**src/rtl/ap_perf_pkg.sv**
```systemverilog
// ap_ctrl performance monitor shared types.
// Widest supported timestamp; instances slice to their widths.
package ap_perf_pkg;
  localparam int PKG_W = 64;

  typedef logic [PKG_W-1:0] ts_t;
  typedef logic [PKG_W-1:0] cnt_t;

  localparam int ERR_OVF = 0;
  localparam int ERR_UDF = 1;

  typedef enum logic [1:0] {
    IDLE,
    BUSY,
    FULL
  } ch_state_e;

  function automatic ts_t lat_diff(ts_t now, ts_t then);
    return now - then;
  endfunction
endpackage

```
**src/rtl/ap_perf_channel.sv**
```systemverilog
// One channel: timestamp FIFO, occupancy FSM and statistics.
// Overlapping transactions are matched in start order.
module ap_perf_channel
  import ap_perf_pkg::*;
#(
  parameter int CNT_W        = 32,
  parameter int TS_W         = 32,
  parameter int MAX_INFLIGHT = 4
) (
  input  logic             clock,
  input  logic             reset,
  input  logic             clear,
  input  logic             finish,
  input  logic             start,
  input  logic             ready,
  input  logic             done,
  input  logic             cont,
  input  logic [TS_W-1:0]  now,
  output logic [CNT_W-1:0] txn_count,
  output logic [CNT_W-1:0] last_lat,
  output logic [CNT_W-1:0] min_lat,
  output logic [CNT_W-1:0] max_lat,
  output logic [CNT_W-1:0] stall,
  output logic [1:0]       err,
  output logic             idle
);
  localparam int AW =
    (MAX_INFLIGHT > 1) ? $clog2(MAX_INFLIGHT) : 1;
  localparam int OW = $clog2(MAX_INFLIGHT + 1);
  localparam logic [OW-1:0] DEPTH = OW'(MAX_INFLIGHT);

  ch_state_e       state, state_nxt;
  logic [TS_W-1:0] mem [MAX_INFLIGHT];
  logic [AW-1:0]   wr_ptr, rd_ptr;
  logic [OW-1:0]   occ, occ_nxt;
  logic [CNT_W-1:0] lat, head_lat;
  logic en, push, pop, both, ponly, oonly;
  logic wr, rd, ovf, udf, upd, stl;
  logic empty, full;

  function automatic logic [AW-1:0] nxt(
    logic [AW-1:0] p
  );
    return (MAX_INFLIGHT == 1) ? '0 : p + 1'b1;
  endfunction

  assign empty = (state == IDLE);
  assign full  = (state == FULL);
  assign idle  = empty;
  assign head_lat = CNT_W'(lat_diff(ts_t'(now),
                                    ts_t'(mem[rd_ptr])));

  // Classify this cycle's accepted handshakes.
  always_comb begin
    en    = !clear && !finish;
    push  = en && start && ready;
    pop   = en && done && cont;
    stl   = en && done && !cont;
    both  = push && pop;
    ponly = push && !pop;
    oonly = pop && !push;
    wr    = 1'b0;
    rd    = 1'b0;
    ovf   = 1'b0;
    udf   = 1'b0;
    upd   = 1'b0;
    lat   = '0;
    unique case (1'b1)
      both && empty:   upd = 1'b1;
      both && !empty: begin
        wr  = 1'b1;
        rd  = 1'b1;
        upd = 1'b1;
        lat = head_lat;
      end
      ponly && full:   ovf = 1'b1;
      ponly && !full:  wr  = 1'b1;
      oonly && empty:  udf = 1'b1;
      oonly && !empty: begin
        rd  = 1'b1;
        upd = 1'b1;
        lat = head_lat;
      end
      default: ;
    endcase
  end

  // Occupancy bookkeeping and FSM next state.
  always_comb begin
    occ_nxt   = occ;
    state_nxt = state;
    if (wr && !rd) occ_nxt = occ + 1'b1;
    if (rd && !wr) occ_nxt = occ - 1'b1;
    unique case (state)
      IDLE:
        if (wr)
          state_nxt = (occ_nxt == DEPTH) ? FULL : BUSY;
      BUSY:
        if (occ_nxt == '0)
          state_nxt = IDLE;
        else if (occ_nxt == DEPTH)
          state_nxt = FULL;
      FULL:
        if (rd && !wr)
          state_nxt = (occ_nxt == '0) ? IDLE : BUSY;
      default: state_nxt = IDLE;
    endcase
  end

  // Timestamp storage; contents are only valid below occ.
  always_ff @(posedge clock) begin
    if (wr) mem[wr_ptr] <= now;
  end

  // FSM, pointers and statistics registers.
  always_ff @(posedge clock or negedge reset) begin
    if (!reset) begin
      state     <= IDLE;
      occ       <= '0;
      wr_ptr    <= '0;
      rd_ptr    <= '0;
      txn_count <= '0;
      last_lat  <= '0;
      min_lat   <= '1;
      max_lat   <= '0;
      stall     <= '0;
      err       <= '0;
    end else if (clear) begin
      state     <= IDLE;
      occ       <= '0;
      wr_ptr    <= '0;
      rd_ptr    <= '0;
      txn_count <= '0;
      last_lat  <= '0;
      min_lat   <= '1;
      max_lat   <= '0;
      stall     <= '0;
      err       <= '0;
    end else begin
      state <= state_nxt;
      occ   <= occ_nxt;
      if (wr) wr_ptr <= nxt(wr_ptr);
      if (rd) rd_ptr <= nxt(rd_ptr);
      if (push && txn_count != '1)
        txn_count <= txn_count + 1'b1;
      if (stl && stall != '1)
        stall <= stall + 1'b1;
      if (upd) begin
        last_lat <= lat;
        if (lat < min_lat) min_lat <= lat;
        if (lat > max_lat) max_lat <= lat;
      end
      if (ovf) err[ERR_OVF] <= 1'b1;
      if (udf) err[ERR_UDF] <= 1'b1;
    end
  end
endmodule

```
**src/rtl/ap_ctrl_perf_monitor.sv**
```systemverilog
// Multi-channel ap_ctrl handshake performance monitor.
// Shared timestamp counter plus registered statistics readout.
module ap_ctrl_perf_monitor
  import ap_perf_pkg::*;
#(
  parameter int NUM_CH       = 4,
  parameter int CNT_W        = 32,
  parameter int TS_W         = 32,
  parameter int MAX_INFLIGHT = 4,
  localparam int SW = (NUM_CH > 1) ? $clog2(NUM_CH) : 1
) (
  input  logic              clock,
  input  logic              reset,
  input  logic              finish,
  input  logic              clear,
  input  logic [NUM_CH-1:0] ap_start,
  input  logic [NUM_CH-1:0] ap_ready,
  input  logic [NUM_CH-1:0] ap_done,
  input  logic [NUM_CH-1:0] ap_continue,
  input  logic [SW-1:0]     rd_sel,
  output logic              rd_valid,
  output logic [CNT_W-1:0]  rd_txn_count,
  output logic [CNT_W-1:0]  rd_last_lat,
  output logic [CNT_W-1:0]  rd_min_lat,
  output logic [CNT_W-1:0]  rd_max_lat,
  output logic [CNT_W-1:0]  rd_stall,
  output logic [1:0]        rd_err,
  output logic [TS_W-1:0]   cycle_count,
  output logic              all_idle
);
  logic [CNT_W-1:0] txn_a  [NUM_CH];
  logic [CNT_W-1:0] last_a [NUM_CH];
  logic [CNT_W-1:0] min_a  [NUM_CH];
  logic [CNT_W-1:0] max_a  [NUM_CH];
  logic [CNT_W-1:0] stl_a  [NUM_CH];
  logic [1:0]       err_a  [NUM_CH];
  logic [NUM_CH-1:0] idle_v;
  logic sel_ok;

  for (genvar g = 0; g < NUM_CH; g++) begin : g_ch
    ap_perf_channel #(
      .CNT_W        (CNT_W),
      .TS_W         (TS_W),
      .MAX_INFLIGHT (MAX_INFLIGHT)
    ) u_ch (
      .clock     (clock),
      .reset     (reset),
      .clear     (clear),
      .finish    (finish),
      .start     (ap_start[g]),
      .ready     (ap_ready[g]),
      .done      (ap_done[g]),
      .cont      (ap_continue[g]),
      .now       (cycle_count),
      .txn_count (txn_a[g]),
      .last_lat  (last_a[g]),
      .min_lat   (min_a[g]),
      .max_lat   (max_a[g]),
      .stall     (stl_a[g]),
      .err       (err_a[g]),
      .idle      (idle_v[g])
    );
  end

  assign all_idle = &idle_v;
  assign sel_ok   = int'(rd_sel) < NUM_CH;

  // Free-running timestamp, frozen by finish.
  always_ff @(posedge clock or negedge reset) begin
    if (!reset)
      cycle_count <= '0;
    else if (clear)
      cycle_count <= '0;
    else if (!finish)
      cycle_count <= cycle_count + 1'b1;
  end

  // Registered read mux; illegal selects read as zero.
  always_ff @(posedge clock or negedge reset) begin
    if (!reset) begin
      rd_valid     <= 1'b0;
      rd_txn_count <= '0;
      rd_last_lat  <= '0;
      rd_min_lat   <= '0;
      rd_max_lat   <= '0;
      rd_stall     <= '0;
      rd_err       <= '0;
    end else if (clear || !sel_ok) begin
      rd_valid     <= 1'b0;
      rd_txn_count <= '0;
      rd_last_lat  <= '0;
      rd_min_lat   <= '0;
      rd_max_lat   <= '0;
      rd_stall     <= '0;
      rd_err       <= '0;
    end else begin
      rd_valid     <= 1'b1;
      rd_txn_count <= txn_a[rd_sel];
      rd_last_lat  <= last_a[rd_sel];
      rd_min_lat   <= min_a[rd_sel];
      rd_max_lat   <= max_a[rd_sel];
      rd_stall     <= stl_a[rd_sel];
      rd_err       <= err_a[rd_sel];
    end
  end
endmodule

```
**config.mk**
```make
export PLATFORM = sky130hd
export DESIGN_NAME = ap_ctrl_perf_monitor
export DESIGN_NICKNAME = d
export VERILOG_FILES = /design/src/rtl/ap_perf_pkg.sv /design/src/rtl/ap_perf_channel.sv /design/src/rtl/ap_ctrl_perf_monitor.sv
export SDC_FILE = /design/constraint.sdc
export NUM_CORES = 2
export LEC_CHECK = 0
export CAP_MARGIN = 20
export CELL_PAD_IN_SITES_DETAIL_PLACEMENT = 1
export CELL_PAD_IN_SITES_GLOBAL_PLACEMENT = 1
export CORE_MARGIN = 4
export CORE_UTILIZATION = 30
export CTS_CLUSTER_DIAMETER = 40
export DETAILED_ROUTE_END_ITERATION = 8
export PLACE_DENSITY_LB_ADDON = 0.1
export SLEW_MARGIN = 5
export SYNTH_ARGS = -nofsm -noshare
export SYNTH_HDL_FRONTEND = slang
export SYNTH_HIERARCHICAL = 1
export SYNTH_SLANG_ARGS = --single-unit
```
**constraint.sdc**
```tcl
create_clock -name clock -period 8 [get_ports clock]
set_input_delay 2.4 -clock clock [delete_from_list [all_inputs] [get_ports clock]]
set_output_delay 2.4 -clock clock [all_outputs]
set_load 0.01 [all_outputs]
```
==> reports/qor.log <==
[clocking] deepest clock path buffer count 4
[detailed_routing] remaining routing DRC violations 0
[logic_synthesis] proportion of register bits with asynchronous set or reset after synthesis 0.632
[die] initial core utilization 0.301
[global_routing] antenna violations before repair 28
[logic_synthesis] count of unique library cells instantiated by Yosys 109
[setup_path] Setup crit start kind register
[final_layout] area of all placed cells without fillers 91200 µm²
[die] number of I/O pins 218
[setup_path] maximum fanout encountered on the critical timing path 43
[min_path] Hold Path Class register to register
[detailed_routing] routed wire length per instance 28.0 µm
[die] Die Area 252000 µm²
[logic_synthesis] Cells after Synth 6287
[global_routing] pin count of the biggest net entering global routing 164
[global_routing] vias in the first global route 56761
[logic_synthesis] synth cell count leaders dfrtp_1, nor2_1, edfxtp_1, inv_1, nand2_1
[power_and_ir_drop] ratio of total power to cell area 229 nW/µm²
[power_and_ir_drop] static leakage 39.8 nW
[timing] setup TNS after final layout 0 ns
[logic_synthesis] leading cell types by total area after synthesis dfrtp_1, edfxtp_1, mux4_2, ha_1, dfstp_2
[final_layout] Reg area 37500 µm²
[die] vertical extent of the die 502 µm
[logic_synthesis] fraction of the mapped netlist area in compound gates 0.0933
[clocking] root buffer cell clkbuf_16
[timing] unrepaired setup endpoints after global routing false
[timing] Relative slew margins 0.240
[setup_path] Critical Path End Type register
[global_routing] global-route wire length before repair 416 mm
[logic_synthesis] count of flip-flops with a built-in enable after synthesis 512
[timing] final max-slew violation count 0
[timing] Final Cycle Share 0.956
[clocking] TritonCTS Sinks 1391
[timing] Max Clk Rate 0.131 GHz
[outcome] outcome finished, final reports clean
[logic_synthesis] Synth Area in Adders 0.0703
[job] max_cap viols 0
[logic_synthesis] Syn Area/Cell 11.7 µm²
[final_layout] nets@finish 7267
[logic_synthesis] flip-flop cell with the highest count after synthesis dfrtp_1
[detailed_routing] WL final 288 mm
[detailed_routing] count of routing violations after the opening detailed-route iteration 3622
[setup_path] data required time of the critical path 8.83 ns
[detailed_routing] remaining number of nets flagged by the antenna check after routing 0
[timing] Worst Skew 0.117 ns
[place] final weighted congestion of routability-driven global placement 0.882
[die] Core Area 243000 µm²
[clocking] TritonCTS clock tree yes
[place] number of port buffers 217
[final_layout] footprint of the multi-input gates 32900 µm²
[detailed_routing] Detailed Routing Iterations Pass 1 5
[die] Chip Width 502 µm
[global_routing] overflow left after global routing 0
[logic_synthesis] fraction of synthesized area in multiplexers 0.113
[timing] Hold Vio Cnt, Final 0
[logic_synthesis] Cell Area, Synth 73300 µm²
[logic_synthesis] xor and xnor fraction of the mapped netlist area 0.0397
[logic_synthesis] Simple-Gate Fraction of Synth Area 0.132
[clocking] clock latency of the later-clocked register in the worst-skew pair 0.98 ns
[place] post-placement cell area 80800 µm²
[setup_path] arrival time reported for the critical path endpoint 8.47 ns
[place] estimated wirelength of the detail-placed design 212 mm
[power_and_ir_drop] Max IR drop VDD 0.170 mV
[logic_synthesis] Synth warnings 6
[clocking] number of buffers inserted by post-CTS setup repair 0
[final_layout] synth-to-layout area growth 24.5%
[logic_synthesis] Yosys reg bits 1391
[global_routing] total routing usage reported by global routing 0.227
[logic_synthesis] number of nets produced by synthesis 6718
[timing] shortest period the worst path allows 7.65 ns
[detailed_routing] vias after detailed routing 53596
[logic_synthesis] share of synthesized area occupied by flip-flops and latches 0.512
[clocking] maximum level of the CTS H-tree 5
[logic_synthesis] post-synth top area share 0.256
[detailed_routing] via density per instance 5.21
[setup_path] classification of the worst setup path register to register
[logic_synthesis] post-synth top area cell dfrtp_1
[final_layout] filler cell count in the final layout 26097
[timing] transition at the pin with the smallest max-transition slack 1.14 ns
[logic_synthesis] dominant combinational cell family by area after synthesis simple AND/OR/NAND/NOR gates
[clocking] clock buffers created by TritonCTS 312
[clocking] post-CTS clock slew at the launch and capture registers of the worst setup and hold paths 0.05 ns
[logic_synthesis] most common cell in the synthesized netlist dfrtp_1
[timing] number of failing setup endpoints in the final timing report 0
[final_layout] fraction of final layout cells with drive strength greater than 1 0.197
[die] FP Rows 181
## sequential cells by signal, indices dropped and copies added (netlist names), 2 cells and up
signal,flops
g_ch.u_ch/wr_ptr,8
rd_txn_count,32
g_ch.u_ch/err,8
g_ch.u_ch/occ,12
g_ch.u_ch/stall,128
cycle_count,32
g_ch.u_ch/txn_count,128
g_ch.u_ch/rd_ptr,8
rd_last_lat,32
rd_stall,32
g_ch.u_ch/min_lat,128
rd_max_lat,32
rd_min_lat,32
g_ch.u_ch/mem,512
g_ch.u_ch/max_lat,128
rd_err,2
g_ch.u_ch/state,8
g_ch.u_ch/last_lat,128
## metrics by stage
stage	total power [mW]	utilization	setup slack [ns]	hold slack, ns	cells
floorplan	7.91	-	1.49	0.441	6287
global placement	8.28	0.332	-0.377	0.453	9720
detailed placement	8.29	0.332	0.141	0.461	9722
CTS	21.2	0.375	0.229	0.471	10272
global route	21.6	0.375	0.127	0.483	10277
finish	20.9	0.375	0.352	0.471	10288
## worst paths after layout
path	start	endpoint	slack (ns)	cells after the start
worst max-delay path	g_ch[1].u_ch/rd_ptr[0]$_DFFE_PN0P_	g_ch[1].u_ch/min_lat[28]$_DFFE_PN1P_	0.35	21
worst min-delay path	g_ch[3].u_ch/last_lat[14]$_DFFE_PN0P_	g_ch[3].u_ch/last_lat[14]$_DFFE_PN0P_	0.47	1
worst max register to register	g_ch[1].u_ch/rd_ptr[0]$_DFFE_PN0P_	g_ch[1].u_ch/min_lat[28]$_DFFE_PN1P_	0.35	21
worst min register to register	g_ch[3].u_ch/last_lat[14]$_DFFE_PN0P_	g_ch[3].u_ch/last_lat[14]$_DFFE_PN0P_	0.47	1
max in group asynchronous	reset	g_ch[1].u_ch/stall[22]$_DFFE_PN0P_	4.79	2
min in group asynchronous	reset	rd_last_lat[6]$_DFF_PN0_	1.49	1
## power breakdown
group	total, mW	internal (mW)	switching [mW]
logic	0.685	0.201	0.484
clock network	12.7	8.45	4.28
registers	7.47	7.44	0.0372
## logic make-up after synthesis
kind of cell,after synthesis
adders and majority gates,409
and+or+nand+nor,1956
xor gates and xnor gates,332
buffers and inverters,743
AOI/OAI and AO/OA,1007
DFF,1391
muxes,449
## routing by layer
layer / share of wire / vias to the layer above / GRT usage
li1: - / 23891 / -
met2: 0.46 / 1189 / 0.358
met1: 0.47 / 28188 / 0.323
met5: 0.000024 / - / 0
met3: 0.050 / 326 / 0.0387
met4: 0.021 / 2 / 0.0557
## final cells by class
class                   count  area share
inverters                 486      0.0201
multi-input cells        4153       0.361
clock inverters           181      0.0227
well taps                3202      0.0439
repair buffers            492      0.0495
clock buffers             369      0.0910
flip-flops and latches   1391       0.412
diodes                     14    0.000384
## cell usage in the layout (no fill, tap or decap), drive strengths merged, types with 212 or more instances in the layout
cell type      instances
nor2                 622
edfxtp               512
mux4                 290
buf                  279
nand2                449
inv                  521
ha                   405
clkbuf               370
clkdlybuf4s50        212
and2                 223
dfrtp                751
a21oi                252
## critical path: stages (launching register included)
cell,delay [ns]
dfrtp_2,0.74
buf_4,0.25
mux4_2,0.49
inv_1,0.23
ha_1,0.24
nand3_1,0.24
a21boi_0,0.93
o21ai_0,0.26
a21boi_0,0.29
o21ai_0,0.16
a21boi_0,0.82
nor3_1,0.10
buf_4,0.20
ha_1,0.28
nand4_1,0.09
or4_1,0.42
o22ai_1,0.33
or4b_1,0.53
a41o_1,0.22
and2_2,0.19
buf_12,0.18
a211o_1,0.32
## repair_timing
action / in CTS / in global routing
resized for setup: 0 / 1
setup endpoints to repair: 0 / 1
hold buffers: 0 / 0
No activity file was read; power rests on OpenSTA's default activity.
